## src/rtl/game_sequencer_pkg.sv

```systemverilog
// Shared types for the falling-block sequencer: FSM states, move-vector bit
// positions, HID key codes and a saturating line-counter helper.
package game_sequencer_pkg;

  typedef enum logic [2:0] {
    ST_IDLE  = 3'd0,
    ST_SPAWN = 3'd1,
    ST_FALL  = 3'd2,
    ST_LOCK  = 3'd3,
    ST_SCAN  = 3'd4,
    ST_CLEAR = 3'd5,
    ST_OVER  = 3'd6
  } seq_state_t;

  // Bit positions shared by can_move, move_cmd and the key request vector.
  localparam int MV_L  = 0;
  localparam int MV_R  = 1;
  localparam int MV_D  = 2;
  localparam int MV_RL = 3;
  localparam int MV_RR = 4;
  localparam int MV_W  = 5;

  localparam logic [7:0] KEY_LEFT  = 8'h04;
  localparam logic [7:0] KEY_RIGHT = 8'h07;
  localparam logic [7:0] KEY_DOWN  = 8'h16;
  localparam logic [7:0] KEY_ROT_L = 8'h14;
  localparam logic [7:0] KEY_ROT_R = 8'h08;

  function automatic logic [15:0] sat_inc16(input logic [15:0] v);
    return (v == 16'hFFFF) ? v : v + 16'd1;
  endfunction

endpackage

```

## src/rtl/game_sequencer_if.sv

```systemverilog
// Signal bundle between the sequencer and the board / key / sync logic.
// master: the sequencer. slave: the board side that answers it.
interface game_sequencer_if;
  logic        frame_vs;
  logic [7:0]  keycode;
  logic [4:0]  can_move;
  logic        spawn_blocked;
  logic        row_full;
  logic        clear_ack;

  logic [4:0]  move_cmd;
  logic        get_new_block;
  logic        lock;
  logic [4:0]  scan_row;
  logic        clear_req;
  logic [15:0] lines;
  logic        game_over;

  modport master (
    input  frame_vs, keycode, can_move, spawn_blocked, row_full, clear_ack,
    output move_cmd, get_new_block, lock, scan_row, clear_req, lines, game_over
  );

  modport slave (
    output frame_vs, keycode, can_move, spawn_blocked, row_full, clear_ack,
    input  move_cmd, get_new_block, lock, scan_row, clear_req, lines, game_over
  );
endinterface

```

## src/rtl/game_sequencer_key_repeat.sv

```systemverilog
// key_repeat: per-frame press-edge detection and held-key auto-repeat.
// Produces a one-hot key request, valid only in the cycle of a frame tick.
// A press edge is a keycode that differs from the one seen at the previous
// tick. Rotates fire on the press edge only; laterals fire on the press edge
// and then every REPEAT_FRAMES ticks while the same code stays held.
// GAME_SEQ_SOFT_DROP_EN: when defined, a held KEY_DOWN raises the D request
// on every tick so the sequencer can force gravity; otherwise D is never set.
module game_sequencer_key_repeat
  import game_sequencer_pkg::*;
#(
  parameter int REPEAT_FRAMES = 6
) (
  input  logic            Clk,
  input  logic            Reset,
  input  logic            tick,
  input  logic [7:0]      keycode,
  output logic [MV_W-1:0] key_req
);

  localparam logic [3:0] REP_RELOAD = 4'(REPEAT_FRAMES - 1);

  logic [7:0] key_prev;
  logic [3:0] rep_cnt;
  logic       press;
  logic       rep_due;

  assign press   = (keycode != key_prev);
  assign rep_due = (rep_cnt == 4'd0);

  // Remember the code seen at each tick; down-count the repeat interval,
  // reloading on a new code or when the interval expires.
  always_ff @(posedge Clk) begin
    if (Reset) begin
      key_prev <= 8'h00;
      rep_cnt  <= 4'd0;
    end else if (tick) begin
      key_prev <= keycode;
      if (press || rep_due) begin
        rep_cnt <= REP_RELOAD;
      end else begin
        rep_cnt <= rep_cnt - 4'd1;
      end
    end
  end

  // Decode the current code into a one-hot request for this tick.
  always_comb begin
    key_req = '0;
    if (tick) begin
      case (keycode)
        KEY_LEFT:  key_req[MV_L]  = press || rep_due;
        KEY_RIGHT: key_req[MV_R]  = press || rep_due;
        KEY_ROT_L: key_req[MV_RL] = press;
        KEY_ROT_R: key_req[MV_RR] = press;
`ifdef GAME_SEQ_SOFT_DROP_EN
        KEY_DOWN:  key_req[MV_D]  = 1'b1;
`endif
        default:   key_req = '0;
      endcase
    end
  end

endmodule

```

## src/rtl/game_sequencer.sv

```systemverilog
// game_sequencer: frame-paced controller for the falling-block datapath.
// Owns gravity timing, key-to-move translation, piece spawn/lock, the row
// scan/clear handshake with the board, the line count and game-over.
// GAME_SEQ_SOFT_DROP_EN: when defined, holding KEY_DOWN forces gravity due
// on every frame tick (soft drop); the decode lives in the key_repeat block.
//
// state    | meaning
// ---------+-----------------------------------------------------------
// ST_IDLE  | after reset, waiting for the first frame tick
// ST_SPAWN | get_new_block pulse, then check spawn_blocked next cycle
// ST_FALL  | per-tick gravity and key moves
// ST_LOCK  | lock pulse, load scan_row with the top row
// ST_SCAN  | one row per cycle from top to 0 looking for full rows
// ST_CLEAR | clear_req held until clear_ack, then rescan same row
// ST_OVER  | game over, only Reset leaves
module game_sequencer
  import game_sequencer_pkg::*;
#(
  parameter int FALL_FRAMES   = 30,
  parameter int REPEAT_FRAMES = 6,
  parameter int ROWS          = 20
) (
  input  logic             Clk,
  input  logic             Reset,
  game_sequencer_if.master bus
);

  localparam logic [5:0] FALL_TC = 6'(FALL_FRAMES - 1);
  localparam logic [4:0] ROW_TOP = 5'(ROWS - 1);

  seq_state_t      state, state_nxt;
  logic            frame_vs_q;
  logic            tick;
  logic            fall_tick;
  logic [MV_W-1:0] key_req;
  logic            gravity_due;

  logic [5:0]      fall_cnt, fall_cnt_nxt;
  logic [4:0]      scan_row, scan_row_nxt;
  logic [15:0]     lines, lines_nxt;
  logic [MV_W-1:0] move_cmd, move_nxt;
  logic            get_new_block, gnb_nxt;
  logic            lock, lock_nxt;
  logic            clear_req, clear_req_nxt;
  logic            game_over, game_over_nxt;

  assign tick        = bus.frame_vs & ~frame_vs_q;
  assign fall_tick   = tick && (state == ST_FALL);
  assign gravity_due = (fall_cnt == FALL_TC) || key_req[MV_D];

  game_sequencer_key_repeat #(
    .REPEAT_FRAMES(REPEAT_FRAMES)
  ) u_key_repeat (
    .Clk     (Clk),
    .Reset   (Reset),
    .tick    (fall_tick),
    .keycode (bus.keycode),
    .key_req (key_req)
  );

  // State, counters and all registered outputs.
  always_ff @(posedge Clk) begin
    if (Reset) begin
      state         <= ST_IDLE;
      frame_vs_q    <= 1'b0;
      fall_cnt      <= 6'd0;
      scan_row      <= 5'd0;
      lines         <= 16'd0;
      move_cmd      <= '0;
      get_new_block <= 1'b0;
      lock          <= 1'b0;
      clear_req     <= 1'b0;
      game_over     <= 1'b0;
    end else begin
      state         <= state_nxt;
      frame_vs_q    <= bus.frame_vs;
      fall_cnt      <= fall_cnt_nxt;
      scan_row      <= scan_row_nxt;
      lines         <= lines_nxt;
      move_cmd      <= move_nxt;
      get_new_block <= gnb_nxt;
      lock          <= lock_nxt;
      clear_req     <= clear_req_nxt;
      game_over     <= game_over_nxt;
    end
  end

  // Next-state and next-output decisions; pulses default low every cycle.
  always_comb begin
    state_nxt     = state;
    fall_cnt_nxt  = fall_cnt;
    scan_row_nxt  = scan_row;
    lines_nxt     = lines;
    move_nxt      = '0;
    gnb_nxt       = 1'b0;
    lock_nxt      = 1'b0;
    clear_req_nxt = 1'b0;
    game_over_nxt = game_over;

    case (state)
      ST_IDLE: begin
        if (tick) begin
          state_nxt = ST_SPAWN;
          gnb_nxt   = 1'b1;
        end
      end

      ST_SPAWN: begin
        // The first SPAWN cycle carries the get_new_block pulse; the board
        // answers spawn_blocked for the new piece in the cycle after it.
        if (!get_new_block) begin
          if (bus.spawn_blocked) begin
            state_nxt     = ST_OVER;
            game_over_nxt = 1'b1;
          end else begin
            state_nxt    = ST_FALL;
            fall_cnt_nxt = 6'd0;
          end
        end
      end

      ST_FALL: begin
        if (tick) begin
          if (gravity_due) begin
            if (bus.can_move[MV_D]) begin
              move_nxt[MV_D] = 1'b1;
              fall_cnt_nxt   = 6'd0;
            end else begin
              state_nxt = ST_LOCK;
              lock_nxt  = 1'b1;
            end
          end else begin
            fall_cnt_nxt = fall_cnt + 6'd1;
            if (|key_req[MV_RR:MV_RL]) begin
              move_nxt[MV_RR:MV_RL] = key_req[MV_RR:MV_RL] & bus.can_move[MV_RR:MV_RL];
            end else begin
              move_nxt[MV_R:MV_L] = key_req[MV_R:MV_L] & bus.can_move[MV_R:MV_L];
            end
          end
        end
      end

      ST_LOCK: begin
        scan_row_nxt = ROW_TOP;
        state_nxt    = ST_SCAN;
      end

      ST_SCAN: begin
        if (bus.row_full) begin
          state_nxt     = ST_CLEAR;
          clear_req_nxt = 1'b1;
        end else if (scan_row == 5'd0) begin
          state_nxt = ST_SPAWN;
          gnb_nxt   = 1'b1;
        end else begin
          scan_row_nxt = scan_row - 5'd1;
        end
      end

      ST_CLEAR: begin
        // Rows above collapse into scan_row, so the same row is rescanned.
        if (clear_req && bus.clear_ack) begin
          state_nxt = ST_SCAN;
          lines_nxt = sat_inc16(lines);
        end else begin
          clear_req_nxt = 1'b1;
        end
      end

      ST_OVER: begin
        game_over_nxt = 1'b1;
      end

      default: begin
        state_nxt = ST_IDLE;
      end
    endcase
  end

  assign bus.move_cmd      = move_cmd;
  assign bus.get_new_block = get_new_block;
  assign bus.lock          = lock;
  assign bus.scan_row      = scan_row;
  assign bus.clear_req     = clear_req;
  assign bus.lines         = lines;
  assign bus.game_over     = game_over;

endmodule

```

## src/flat_wrapper.sv

```systemverilog
// flat-port wrapper written by rule: the top's interface ports become plain ports
module game_sequencer_flat import game_sequencer_pkg::*;
#(
  parameter int FALL_FRAMES   = 30,
  parameter int REPEAT_FRAMES = 6,
  parameter int ROWS          = 20
)
  (Clk, Reset, bus_frame_vs, bus_keycode, bus_can_move, bus_spawn_blocked, bus_row_full, bus_clear_ack, bus_move_cmd, bus_get_new_block, bus_lock, bus_scan_row, bus_clear_req, bus_lines, bus_game_over);
  game_sequencer_if bus_i ();
  input  logic Clk;
  input  logic Reset;
  input wire logic [$bits(bus_i.frame_vs)-1:0] bus_frame_vs;
  input wire logic [$bits(bus_i.keycode)-1:0] bus_keycode;
  input wire logic [$bits(bus_i.can_move)-1:0] bus_can_move;
  input wire logic [$bits(bus_i.spawn_blocked)-1:0] bus_spawn_blocked;
  input wire logic [$bits(bus_i.row_full)-1:0] bus_row_full;
  input wire logic [$bits(bus_i.clear_ack)-1:0] bus_clear_ack;
  output wire logic [$bits(bus_i.move_cmd)-1:0] bus_move_cmd;
  output wire logic [$bits(bus_i.get_new_block)-1:0] bus_get_new_block;
  output wire logic [$bits(bus_i.lock)-1:0] bus_lock;
  output wire logic [$bits(bus_i.scan_row)-1:0] bus_scan_row;
  output wire logic [$bits(bus_i.clear_req)-1:0] bus_clear_req;
  output wire logic [$bits(bus_i.lines)-1:0] bus_lines;
  output wire logic [$bits(bus_i.game_over)-1:0] bus_game_over;
  assign bus_i.frame_vs = bus_frame_vs;
  assign bus_i.keycode = bus_keycode;
  assign bus_i.can_move = bus_can_move;
  assign bus_i.spawn_blocked = bus_spawn_blocked;
  assign bus_i.row_full = bus_row_full;
  assign bus_i.clear_ack = bus_clear_ack;
  assign bus_move_cmd = bus_i.move_cmd;
  assign bus_get_new_block = bus_i.get_new_block;
  assign bus_lock = bus_i.lock;
  assign bus_scan_row = bus_i.scan_row;
  assign bus_clear_req = bus_i.clear_req;
  assign bus_lines = bus_i.lines;
  assign bus_game_over = bus_i.game_over;
  game_sequencer #(.FALL_FRAMES(FALL_FRAMES), .REPEAT_FRAMES(REPEAT_FRAMES), .ROWS(ROWS)) u_core (.Clk(Clk), .Reset(Reset), .bus(bus_i));
endmodule
```

## config.mk

```make
export PLATFORM = sky130hd
export DESIGN_NAME = game_sequencer_flat
export DESIGN_NICKNAME = d
export VERILOG_FILES = /design/src/rtl/game_sequencer_pkg.sv /design/src/rtl/game_sequencer_if.sv /design/src/rtl/game_sequencer_key_repeat.sv /design/src/rtl/game_sequencer.sv /design/src/flat_wrapper.sv
export SDC_FILE = /design/constraint.sdc
export NUM_CORES = 1
export LEC_CHECK = 0
export CORE_MARGIN = 2
export CORE_UTILIZATION = 52
export DETAILED_ROUTE_END_ITERATION = 16
export PLACE_DENSITY_LB_ADDON = 0.15
export SYNTH_ARGS = -nofsm -noshare
export SYNTH_HDL_FRONTEND = slang
export SYNTH_SLANG_ARGS = --single-unit
```

## constraint.sdc

```tcl
create_clock -name Clk -period 2.3 [get_ports Clk]
set_input_delay 0.345 -clock Clk [delete_from_list [all_inputs] [get_ports Clk]]
set_output_delay 0.345 -clock Clk [all_outputs]
set_load 0.1 [all_outputs]
```

==> results.cfg <==
[synth]
ys_types = 53
postSynth.topFlopCell = sky130_fd_sc_hd__dfxtp_1
postSynthRegisterBits = 52
synth-edff-count = 0
yosys.area.top_type = sky130_fd_sc_hd__dfxtp_1
syn_inst = 314
most_common_cell_in_the_netlist = sky130_fd_sc_hd__dfxtp_1
postSynth.asyncResetShare_pct = 0
synthTopCellsByArea = sky130_fd_sc_hd__dfxtp_1 40%, sky130_fd_sc_hd__nand2_1 5.0%, sky130_fd_sc_hd__nor2_1 5.0%
synth_fp_nets = 339
syn_area_mm2 = 0.00262
yosys_warnings = 0
postSynthAreaPerCell_um2 = 8.34
netlist_top_cells_count = 52 x sky130_fd_sc_hd__dfxtp_1, 35 x sky130_fd_sc_hd__nand2_1, 35 x sky130_fd_sc_hd__nor2_1
ys_seq_area_share_pct = 39.8
synth_top_cell_area_share_pct = 39.8

[hold_path]
hold_path_class = flop to flop
hold_path_startpoint = u_core.u_key_repeat.key_prev[0]

[drt]
detail_route.wirelength_mm = 5.72
detail_route.drc_violations = 0
top_signal_layer_used = met4
detail_route.wirelength.met1_mm = 2.69
detail_route.wl_per_cell_um = 13.1
sum_of_met2_wire_segment_lengths_after_detailed_routing_mm = 2.72
route.antenna.remaining_nets = 0
initialDrtViolationCount = 77
detailedRoute.firstPassIterationCount = 4
drt-vias-per-instance = 5.45
routed-via-count = 2381
dr_wl_met3_um = 252

[worst_setup_path]
start_kind = flop
criticalPathCategory = flop to flop
reg2reg_depth = 5
cp-startpoint = u_core.state[0]
cp_max_fo = 9
crit_end = u_core.bus.lines[12]
r2r_setup_slack_ps = 320
timing.critical_path.to_type = flop
worst_r2r_startpoint = u_core.state[0]
worst_r2r_endpoint = u_core.bus.lines[12]
required_ps = 2500
worst_ep_arrival_time_ps = 2180

[flow_run]
maxCapViolCount = 0

[clock_network]
clk_latency_ps = 300
cts.repair_timing.setup_buffer_count = 0
clkSlewWorstSetupHoldPaths_ps = 90
clock_sinks = 52
cts_hold_buffers = 0
tritoncts_buffers = 5
clock_tree.root_cell = sky130_fd_sc_hd__clkbuf_8
cts_repair_resize_count = 0
ctsHtreeMaxLevel = 2
cts_tree = built
ctsLongestPathBuffers = 2

[power_and_ir_drop]
vdd.ir_drop.worst_v = 0.000475
power.switching_fraction_pct = 35.3
p_per_area_mw_per_mm2 = 682
seqPwrFrac_pct = 47.0
finalPower_mw = 2.22
power.share.combinational_pct = 30.0
internal_power_mw = 1.44
share_clk_of_total_power_pct = 23.0
power.switching_uw = 784
p_leak_nw = 1.19

[timing]
setup-violations-final = 0
period_share_pct = 86.2
fmaxAchievable_mhz = 504
number_of_slew_limit_violations_in_the_final_report = 0
timing.setup.tns_ps = 0
clock_skews_ps = 4.79
timing.final.crit_period_ps = 1980
rsz_0062_raised_after_global_routing = false
slew_headroom_pct = 56.5
worst_pin_slew_ps = 644
hold_viol = 0

[final_layout]
synthToLayoutAreaGrowth_pct = 24.5
layout.core_utilization_pct = 68.1
n_antenna_cell = 0
finish.instance_area_mm2 = 0.00326
post_route_cells_drive_above_1_share_pct = 19.7
nets = 394

[floorplanning]
ios = 49
start_util_pct = 54.7
die_area_mm2 = 0.00562
floorplan.die.width_um = 75.0
die_height_um = 75.0
core-area_mm2 = 0.00479
fp-row-count = 25

[placed_design]
numPortBuffers = 48
last_weighted_congestion_value_of_the_routability_driven_placer = 0.880
dp_hpwl_mm = 4.30
placed_cell_area_mm2 = 0.00317

[global_route]
pin_count_of_the_biggest_net_entering_global_routing = 24
overflow = 0
grt_pass1_wl_mm = 9.45
grt_antenna_before_repair = 0
grt_pass1_vias = 2221
track_usage_pct = 21.3

[status]
run_status = complete, no violations
-- metal layers --
metal | global-route usage (%) | up-vias
li1 | - | 1222
met4 | 6.75 | 0
met5 | 0 | -
met2 | 35.1 | 48
met3 | 4.15 | 6
met1 | 28.3 | 1105
-- placed cells by master, fill, tap and decap left out, types with 8 or more instances in the layout --
| master | netlist | layout |
|---|---|---|
| sky130_fd_sc_hd__xnor2_1 | 12 | 12 |
| sky130_fd_sc_hd__nand4_1 | 8 | 8 |
| sky130_fd_sc_hd__inv_1 | 10 | 10 |
| sky130_fd_sc_hd__o21ai_0 | 13 | 13 |
| sky130_fd_sc_hd__nand2_1 | 35 | 35 |
| sky130_fd_sc_hd__nor2_1 | 35 | 35 |
| sky130_fd_sc_hd__dfxtp_2 | 0 | 13 |
| sky130_fd_sc_hd__a21oi_1 | 18 | 18 |
| sky130_fd_sc_hd__dfxtp_1 | 52 | 39 |
| sky130_fd_sc_hd__buf_4 | 1 | 43 |
| sky130_fd_sc_hd__clkdlybuf4s50_1 | 0 | 18 |
| sky130_fd_sc_hd__xor2_1 | 13 | 13 |
| sky130_fd_sc_hd__nor3_1 | 13 | 13 |
| sky130_fd_sc_hd__nand3_1 | 14 | 14 |
-- final cells by class --
type                    count  area (um^2)
clock buffers               5         68.8
clock inverters             3         18.8
fillers                   415         1530
inverters                  10         37.5
multi-input cells         239         1490
flip-flops and latches     52         1060
well taps                  67         83.8
repair buffers             61          503
-- worst min-delay path by stage --
stage | end | slack (ps) | cells past startpoint
after global routing | u_core.bus.scan_row[0] | 500 | 1
after detailed placement | u_core.u_key_repeat.key_prev[0] | 460 | 2
final | u_core.u_key_repeat.key_prev[0] | 470 | 2
after global placement | u_core.u_key_repeat.rep_cnt[1] | 460 | 2
after CTS | u_core.u_key_repeat.key_prev[0] | 480 | 2
after floorplan | u_core.bus.lock | 420 | 1
-- logic make-up (layout without fill, tap and decap cells) --
family	Yosys count	count (layout)	share of synthesized area [%]
buffers and inverters	23	79	3.54
adder cells (fa/ha/maj)	6	6	2.87
AO/OA/AOI/OAI	49	49	11.6
AND/OR/NAND/NOR	157	157	33.1
flip-flops	52	52	39.8
XOR/XNOR	25	25	8.36
multiplexers	2	2	0.764
-- stage by stage --
| step | cells | hold WS (ps) | setup slack, ps |
|---|---|---|---|
| 2_1_floorplan | 314 | 422 | 58.5 |
| 3_3_place_gp | 429 | 455 | 125 |
| 3_5_place_dp | 429 | 462 | 92.3 |
| 4_1_cts | 437 | 475 | 315 |
| 5_1_grt | 437 | 496 | 150 |
| 6_report | 437 | 472 | 316 |
-- critical path, cell delays in order (launching register included) --
cell,delay [ps]
sky130_fd_sc_hd__dfxtp_1,510
sky130_fd_sc_hd__nand3b_1,170
sky130_fd_sc_hd__or4_1,710
sky130_fd_sc_hd__nor4b_4,280
sky130_fd_sc_hd__xnor2_1,150
sky130_fd_sc_hd__nor2_1,60
-- registers in the layout, summed over array words and instances, names as in the netlist --
register,flops
u_core.bus.game_over,1
u_core.bus.move_cmd,5
u_core.u_key_repeat.rep_cnt,4
u_core.bus.lines,16
u_core.bus.lock,1
u_core.bus.get_new_block,1
u_core.u_key_repeat.key_prev,8
u_core.bus.scan_row,5
u_core.state,3
u_core.frame_vs_q,1
u_core.bus.clear_req,1
u_core.fall_cnt,6
-- power groups by stage --
stage	Combinational, mW	Clock [mW]	Sequential (mW)
finish	0.667	0.511	1.05
global route	0.733	0.562	1.06
CTS	0.669	0.530	1.04
detailed placement	0.665	0	1.07
global placement	0.654	0	1.06
floorplan	0.371	0	1.17
(Power assumes the default switching activity.)
